[config.mk]
export PLATFORM = sky130hd
export DESIGN_NAME = ps2_host_tx
export DESIGN_NICKNAME = d
export VERILOG_FILES = /design/src/rtl/ps2_host_tx.sv
export SDC_FILE = /design/constraint.sdc
export NUM_CORES = 1
export LEC_CHECK = 0
export ABC_AREA = 1
export CORE_MARGIN = 2
export CORE_UTILIZATION = 53
export CTS_CLUSTER_DIAMETER = 30
export DETAILED_ROUTE_END_ITERATION = 6
export PLACE_DENSITY_LB_ADDON = 0.1
export SLEW_MARGIN = 10
export SYNTH_ARGS = -nofsm -noshare
export SYNTH_HDL_FRONTEND = slang
export SYNTH_SLANG_ARGS = --single-unit
[constraint.sdc]
create_clock -name clk -period 1.5 [get_ports clk]
set_input_delay 0.225 -clock clk [delete_from_list [all_inputs] [get_ports clk]]
set_output_delay 0.225 -clock clk [all_outputs]
set_load 0.02 [all_outputs]
[src/rtl/ps2_host_tx.sv]
// PS/2 host-to-device transmitter: sends one byte by driving open-drain enables. Optional PS2_TX_RETRY_EN adds one re-send on NACK/timeout.
// Latency: INHIBIT_CYCLES+2 cycles, then 11 device clocks plus a 3-flop sync delay to done.
// Backpressure: tx_ready is high only in IDLE; tx_valid is ignored while a frame is in flight.
module ps2_host_tx #(
    parameter int INHIBIT_CYCLES = 5000,
    parameter int TIMEOUT_CYCLES = 1000000
) (
    input  logic       clk,
    input  logic       clrn,
    input  logic       ps2_clk,
    input  logic       ps2_data,
    output logic       ps2_clk_oe,
    output logic       ps2_data_oe,
    input  logic [7:0] tx_data,
    input  logic       tx_valid,
    output logic       tx_ready,
    output logic       done,
    output logic       ack_err,
    output logic       timeout
);
    localparam int IW = $clog2(INHIBIT_CYCLES + 1);
    localparam int TW = $clog2(TIMEOUT_CYCLES + 1);

    typedef enum logic [2:0] {IDLE, INHIBIT, RELEASE, SEND, ACK, WAIT_IDLE} state_t;

    state_t        state, state_n;
    logic [2:0]    clk_s, data_s;
    logic [IW-1:0] inh_cnt, inh_cnt_n;
    logic [TW-1:0] to_cnt, to_cnt_n;
    logic [3:0]    bit_idx, bit_idx_n;
    logic [9:0]    frame, frame_n;
    logic          clk_oe_n, data_oe_n, done_n, ack_err_n, timeout_n;
    logic          fall, lines_idle, to_hit, accept;
    logic          abort, finish, restart, can_retry;

    assign fall       = clk_s[2] & ~clk_s[1];
    assign lines_idle = clk_s[1] & data_s[1];
    assign to_hit     = (to_cnt == TW'(TIMEOUT_CYCLES - 1));
    assign tx_ready   = (state == IDLE);
    assign accept     = tx_ready & tx_valid;

`ifdef PS2_TX_RETRY_EN
    logic retried;

    always_ff @(posedge clk) begin
        if (!clrn)        retried <= 1'b0;
        else if (accept)  retried <= 1'b0;
        else if (restart) retried <= 1'b1;
    end

    assign can_retry = ~retried;
`else
    assign can_retry = 1'b0;
`endif

    always_ff @(posedge clk) begin
        if (!clrn) begin
            clk_s  <= 3'b111;
            data_s <= 3'b111;
        end else begin
            clk_s  <= {clk_s[1:0], ps2_clk};
            data_s <= {data_s[1:0], ps2_data};
        end
    end

    always_ff @(posedge clk) begin
        if (!clrn) begin
            state       <= IDLE;
            inh_cnt     <= '0;
            to_cnt      <= '0;
            bit_idx     <= '0;
            frame       <= '0;
            ps2_clk_oe  <= 1'b0;
            ps2_data_oe <= 1'b0;
            done        <= 1'b0;
            ack_err     <= 1'b0;
            timeout     <= 1'b0;
        end else begin
            state       <= state_n;
            inh_cnt     <= inh_cnt_n;
            to_cnt      <= to_cnt_n;
            bit_idx     <= bit_idx_n;
            frame       <= frame_n;
            ps2_clk_oe  <= clk_oe_n;
            ps2_data_oe <= data_oe_n;
            done        <= done_n;
            ack_err     <= ack_err_n;
            timeout     <= timeout_n;
        end
    end

    always_comb begin
        state_n   = state;
        inh_cnt_n = inh_cnt;
        to_cnt_n  = to_cnt;
        bit_idx_n = bit_idx;
        frame_n   = frame;
        clk_oe_n  = ps2_clk_oe;
        data_oe_n = ps2_data_oe;
        ack_err_n = ack_err;
        done_n    = 1'b0;
        timeout_n = 1'b0;
        abort     = 1'b0;
        finish    = 1'b0;
        restart   = 1'b0;

        if (state == SEND || state == ACK || state == WAIT_IDLE)
            to_cnt_n = fall ? '0 : to_cnt + 1'b1;

        case (state)
            IDLE: begin
                clk_oe_n  = 1'b0;
                data_oe_n = 1'b0;
                if (tx_valid) begin
                    // frame = stop, odd parity, data (LSB sent first)
                    frame_n   = {1'b1, ~^tx_data, tx_data};
                    inh_cnt_n = '0;
                    ack_err_n = 1'b0;
                    clk_oe_n  = 1'b1;
                    state_n   = INHIBIT;
                end
            end
            INHIBIT: begin
                inh_cnt_n = inh_cnt + 1'b1;
                if (inh_cnt == IW'(INHIBIT_CYCLES - 1)) begin
                    data_oe_n = 1'b1;
                    state_n   = RELEASE;
                end
            end
            RELEASE: begin
                clk_oe_n  = 1'b0;
                bit_idx_n = '0;
                to_cnt_n  = '0;
                state_n   = SEND;
            end
            SEND: begin
                if (fall) begin
                    data_oe_n = ~frame[bit_idx];
                    bit_idx_n = bit_idx + 4'd1;
                    if (bit_idx == 4'd9)
                        state_n = ACK;
                end else if (to_hit) begin
                    abort = 1'b1;
                end
            end
            ACK: begin
                if (fall) begin
                    ack_err_n = data_s[1];
                    state_n   = WAIT_IDLE;
                end else if (to_hit) begin
                    abort = 1'b1;
                end
            end
            WAIT_IDLE: begin
                if (lines_idle)
                    finish = 1'b1;
                else if (!fall && to_hit)
                    abort = 1'b1;
            end
            default: state_n = IDLE;
        endcase

        if (abort) begin
            clk_oe_n  = 1'b0;
            data_oe_n = 1'b0;
            if (can_retry) begin
                restart = 1'b1;
            end else begin
                timeout_n = 1'b1;
                state_n   = IDLE;
            end
        end

        if (finish) begin
            if (ack_err && can_retry) begin
                restart = 1'b1;
            end else begin
                done_n  = 1'b1;
                state_n = IDLE;
            end
        end

        // The latched frame is kept intact, so a re-send just re-enters INHIBIT.
        if (restart) begin
            inh_cnt_n = '0;
            clk_oe_n  = 1'b1;
            data_oe_n = 1'b0;
            state_n   = INHIBIT;
        end
    end
endmodule

==> flow_summary.ini, run 1 <==
[status]
status = finished, violations left
violations = negative setup slack

[logic_synthesis]
syn_nets = 423
syn_inst = 406
yosys.area.top_type_share_pct = 41.1
ys_seq_area_share_pct = 41.1
synth_edf_count = 0
yosys.area.top_type = dfxtp_1
async_flop_share_pct = 0
ys_ff_latch = 60
yosysMostFrequentCell = nand2_1
syn_avg_cell_area_um2 = 7.20
synth_cell_types = 37
synthFlopType = dfxtp_1
synth_common_cells = nand2_1, dfxtp_1, inv_1
yosys_warnings = 0
syn_area_um2 = 2920
synth_area_leaders = dfxtp_1, nand2_1, a21oi_1

[min_path]
hp-class = reg -> reg
hold_path_depth = 1
worstHoldStart = clk_s[0]
hold_end = clk_s[1]

[floorplan]
rows = 27
core_area_um2 = 5410
die_y_um = 78.2
pin_count = 19
die_w_um = 78.2
initial_utilization_pct = 54.1
die-area_um2 = 6120

[setup_path]
r2r-end = state[2]
timing.critical_path.arrival_ns = 1.73
critPathSlowestCell = dfxtp_4
cp_max_fo = 6
cpMostUsedCell = nor2_1
crit_chain = nor2_4 -> nand2_4 -> nand3_4 -> inv_2 -> nor2_1 -> nand4_1 -> nand3_2 -> nor2_1
crit_required_ns = 1.73
r2r-start = state[0]
setup.worst_path.start_class = register
r2r_cells = 8
critPathCaptureType = register
reg2reg_slack_ns = -0.003
criticalPathCategory = reg -> reg
cp_slowest_stage_delay_ns = 0.37

[grt]
grt_use_total_pct = 23.7
grt_pass1_vias = 2636
overflow = 0
grt_pass1_wl_um = 11500
grt_max_degree = 20
antenna_found_initial = 0

[sta]
hold_viol_final = 0
max-slew-margin-rel_pct = 77.3
slew_viol_final = 0
rsz0062_at_grt = yes
finalCritPeriodShare_pct = 100
whs_ns = 0.412
finClkSkew_ns = 0.00549
layout_setup_ws_ns = -0.00350
min_period_ns = 1.50
worst_slew_pin_slew_ns = 0.340
tns_ns = -0.00350
setup_viol = 1
fmaxAchievable_ghz = 0.665

[clock_tree]
tritoncts = yes
htreeDepth = 3
cts.path.max_buffers = 2
cts-buffers-inserted = 9
clock-sinks = 60
insertion_delay_ns = 0.34
path_clk_slew_ns = 0.06
cts_root_buffer = clkbuf_8

[pwr]
p_total_mw = 6.12
powerDensity_nw_per_um2 = 1530
leakage_nw = 1.65
ir_drop_uv = 948

[final_layout]
drive_gt1_share_pct = 28.0
area_growth_syn_to_layout_pct = 37.0
diodes = 0
fin_util_pct = 74.1
fin_nets = 497
multi_input_area_um2 = 1640
fillers = 416
register_area_um2 = 1220

[drt]
num_vias = 2915
ant_nets = 0
drc = 0
drt_iter0_drc = 120
drt-total-wl_um = 7130
wire_per_inst_um = 12.8
via_per_inst = 5.23
dr.pass1.iters = 4

[run]
drv_cap = 0

[placed_design]
hpwl_um = 4790
routabilityCongestion = 0.867
io_buffers = 18
## per-stage QoR
step | instances | setup slack (ns) | instance area [um2]
after floorplan | 406 | 0.0174 | 2920
after global placement | 530 | -0.0943 | 3480
after detailed placement | 530 | -0.127 | 3480
after CTS | 547 | -0.0000424 | 3760
after global routing | 557 | -0.145 | 4000
final | 557 | -0.00350 | 4000
## critical path, delay by kind of cell (launching register included)
family        cells  cell delay, ns
simple gates      7            0.97
flops             1            0.37
buf+inv           1            0.05
## cell type report
class / count / area share, %
inverter: 49 / 4.72
clock inverter: 4 / 1.75
sequential: 60 / 30.4
tap: 72 / 2.25
clock buffer: 12 / 4.13
timing repair buffer: 72 / 15.8
multi-input combinational: 288 / 41.0
## power breakdown
group / switching, mW / internal (mW) / total [mW]
sequential: 0.171 / 1.83 / 2.00
combinational: 1.29 / 1.14 / 2.43
clock: 0.623 / 1.07 / 1.69
## cells by family (layout without fill, tap and decap cells)
kind of cell / Yosys count / count (layout) / share of synthesized area (%)
and+or+nand+nor: 182 / 182 / 28.7
AOI/OAI and AO/OA: 94 / 94 / 18.2
DFF: 60 / 60 / 41.1
buffers and inverters: 58 / 137 / 7.88
xor gates and xnor gates: 8 / 8 / 2.40
adders and majority gates: 4 / 4 / 1.71
## per-layer routing
layer	wire [um]	vias up	track usage [%]
met2	3560	60	39.9
met1	3150	1347	28.3
met5	0	-	0
met3	288	15	6.78
li1	-	1493	-
met4	133	0	9.82
## flip-flops by register name, indices dropped and copies added (netlist names)
name and flops:
ps2_data_oe 1, ack_err 1, done 1, bit_idx 4
frame 10, to_cnt 20, inh_cnt 13, timeout 1
data_s 2, ps2_clk_oe 1, state 3, clk_s 3
## what timing repair did
action / CTS / global route
pin swaps: 0 / 17
cloned: 0 / 1
endpoints found under the setup margin: 30 / 29
setup buffers: 1 / 9
resized for setup: 23 / 47
hold buffers: 0 / 0
## worst max-delay path by stage
stage               slack [ns]         end       from  cells past startpoint
CTS                   -0.00004  to_cnt[18]  to_cnt[1]                      9
finish                  -0.003    state[2]   state[0]                      8
global route             -0.15  to_cnt[18]  to_cnt[0]                      9
global placement         -0.09  to_cnt[14]   state[1]                      8
floorplan                 0.02  to_cnt[14]  to_cnt[0]                      8
detailed placement       -0.13    state[2]   state[1]                      8
## layout by cell type (no fill, tap or decap), drive strengths merged
master         count
inv               48
a31oi              3
xor2               2
clkdlybuf4s50     12
buf               54
clkbuf            13
o211a              1
o311a              2
a221oi             2
dfxtp             60
a211oi             3
dlymetal6s2s       2
and3               1
or2                5
o22ai              2
nor2              41
dlygate4sd2        3
o211ai             1
o21ai             35
clkinv             3
bufinv             2
nand4              6
xnor2              6
nand3             29
ha                 4
a21oi             41
nand2             84
o21a               3
nor3              16
o21ba              1
Power figures use the tool's default switching activity.
==> inputs of run 2 (changes only) <==
--- a/config.mk
+++ b/config.mk
@@ -9,7 +9,9 @@
 export CORE_MARGIN = 2
 export CORE_UTILIZATION = 53
 export CTS_CLUSTER_DIAMETER = 30
+export CTS_CLUSTER_SIZE = 14
 export DETAILED_ROUTE_END_ITERATION = 6
+export GPL_TIMING_DRIVEN = 0
 export PLACE_DENSITY_LB_ADDON = 0.1
 export SLEW_MARGIN = 10
 export SYNTH_ARGS = -nofsm -noshare
==> run 2 against run 1 <==
The flow now finishes without violations. Cell area fell by 3.1%. Clock power down 11%. Power down 6.5%. Worst setup slack improved by 0.016 ns. Largest cell class unchanged.
==> flow_summary.ini, run 2 (synthesis results as in run 1) <==
[status]
status = completed

[drt]
via_per_inst = 5.35
wire_per_inst_um = 12.8
drc = 0
drt-total-wl_um = 6870
ant_nets = 0
dr.pass1.iters = 5
num_vias = 2865
drt_iter0_drc = 117

[final_layout]
drive_gt1_share_pct = 27.2
register_area_um2 = 1230
regMostFlops = to_cnt
fillers = 431
diodes = 0
layout_commonest_cell = nand2_1
layout_common_cells = nand2_1, dfxtp_1, inv_1, a21oi_1, nor2_1
fin_nets = 476
finalNonFillerCells = 536
fin_util_pct = 71.7
multi_input_area_um2 = 1740
finalInstanceArea_um2 = 3880
top_regs = to_cnt x20, inh_cnt x13, frame x10
area_growth_syn_to_layout_pct = 32.7
largest_reg_flops = 20

[sta]
finClkSkew_ns = 0.00844
whs_ns = 0.312
finalCritPeriodShare_pct = 99.1
layout_setup_ws_ns = 0.0129
rsz0062_at_grt = yes
worst_slew_pin_slew_ns = 0.483
fmaxAchievable_ghz = 0.672
min_period_ns = 1.49
hold_viol_final = 0
slew_viol_final = 0
max-slew-margin-rel_pct = 67.8
setup_viol = 0

[clock_tree]
cts-buffers-inserted = 9
path_clk_slew_ns = 0.07
clock-sinks = 60
insertion_delay_ns = 0.35
cts.path.max_buffers = 2
cts_root_buffer = clkbuf_8
tritoncts = yes
htreeDepth = 3

[setup_path]
setup.worst_path.start_class = register
crit_required_ns = 1.74
critPathCaptureType = register
timing.critical_path.arrival_ns = 1.73
cp_max_fo = 6
criticalPathCategory = reg -> reg

[floorplan]
die_y_um = 78.2
initial_utilization_pct = 54.1
die_w_um = 78.2
die-area_um2 = 6120
core_area_um2 = 5410
pin_count = 19
rows = 27

[pwr]
leakage_nw = 1.56
p_comb_share_pct = 38.2
ir_drop_uv = 736
p_clk_share_pct = 26.1
powerDensity_nw_per_um2 = 1480
power_switching_mw = 2.11
seqPwrFrac_pct = 35.7
netSwitchingFraction_pct = 36.9
p_int_mw = 3.61

[placed_design]
dpl-instance-area_um2 = 3180
io_buffers = 17
placed_cells = 495
hpwl_um = 4450
routabilityCongestion = 0.802
post-place-ws_ns = -0.398

[grt]
grt_pass1_vias = 2573
antenna_found_initial = 0
grt_use_total_pct = 22.7
grt_max_degree = 11
grt_pass1_wl_um = 11000
overflow = 0

[min_path]
hp-class = in -> reg

[run]
drv_cap = 0
-- run 2: cell count changes in the layout (fill, tap and decap cells not counted), moves of 4 or more --
| cell | previous run | this run |
|---|---|---|
| buf_4 | 47 | 23 |
| o21ai_1 | 15 | 10 |
| nand2_4 | 1 | 6 |
| dfxtp_1 | 53 | 47 |
| dfxtp_2 | 4 | 8 |
| clkbuf_1 | 0 | 6 |
| nor2_4 | 3 | 9 |
| nor2_1 | 29 | 25 |
| nand2_2 | 9 | 5 |
-- run 2: critical path, stage by stage (launching register included) --
cell and delay [ns]:
dfxtp_2 0.31, buf_6 0.13, inv_4 0.07, nand3_4 0.09, nand3_4 0.17, nand2_2 0.08, nor2_4 0.14, nand2_4 0.08
nor2_4 0.14, nand3_2 0.07, nand2_1 0.07, nor2_1 0.03
-- run 2: area by class of cell --
cell class	count	area share, %
inverter	49	5.03
sequential	60	31.7
clock buffer	12	4.00
timing repair buffer	42	9.33
tap	72	2.32
multi-input combinational	288	44.9
buffer	9	1.48
clock inverter	4	1.23
-- run 2: power groups by stage --
| stage | Clock, mW | Sequential (mW) | Combinational (mW) |
|---|---|---|---|
| 5_1_grt | 1.57 | 2.07 | 2.42 |
| 4_1_cts | 1.51 | 2.00 | 1.78 |
| 3_3_place_gp | 0 | 1.98 | 1.58 |
| 6_report | 1.50 | 2.04 | 2.18 |
| 3_5_place_dp | 0 | 1.98 | 1.60 |
| 2_1_floorplan | 0 | 1.98 | 1.16 |
-- run 2: per-layer routing --
metal	track usage, %	vias to the layer above	routed length, um
met5	0	-	0
met4	12.3	0	193
met3	3.79	18	210
met2	38.1	51	3440
met1	27.7	1330	3030
li1	-	1466	-
-- run 2: path summary, 6_finish.rpt --
| kind | startpoint | endpoint | slack (ns) | cells past startpoint |
|---|---|---|---|---|
| worst max-delay path | state[1] | to_cnt[19] | 0.01 | 11 |
| worst min-delay path | clrn | inh_cnt[0] | 0.31 | 3 |
| worst max register to register | state[1] | to_cnt[19] | 0.01 | 11 |
| worst min register to register | clk_s[0] | clk_s[1] | 0.42 | 1 |
-- run 2: repair_timing --
action / in CTS / in global routing
endpoints found under the setup margin: 39 / 44
gates resized for setup: 46 / 59
setup buffers: 10 / 14
hold endpoints to repair: 0 / 0
hold buffers: 0 / 0
gates cloned: 0 / 1
pin swaps: 9 / 19
-- run 2: metrics by stage --
| stage | power, mW | setup TNS, ns |
|---|---|---|
| floorplan | 3.14 | 0 |
| global placement | 3.56 | -5.80 |
| detailed placement | 3.58 | -6.03 |
| CTS | 5.29 | -0.0565 |
| global route | 6.06 | -0.547 |
| finish | 5.72 | 0 |
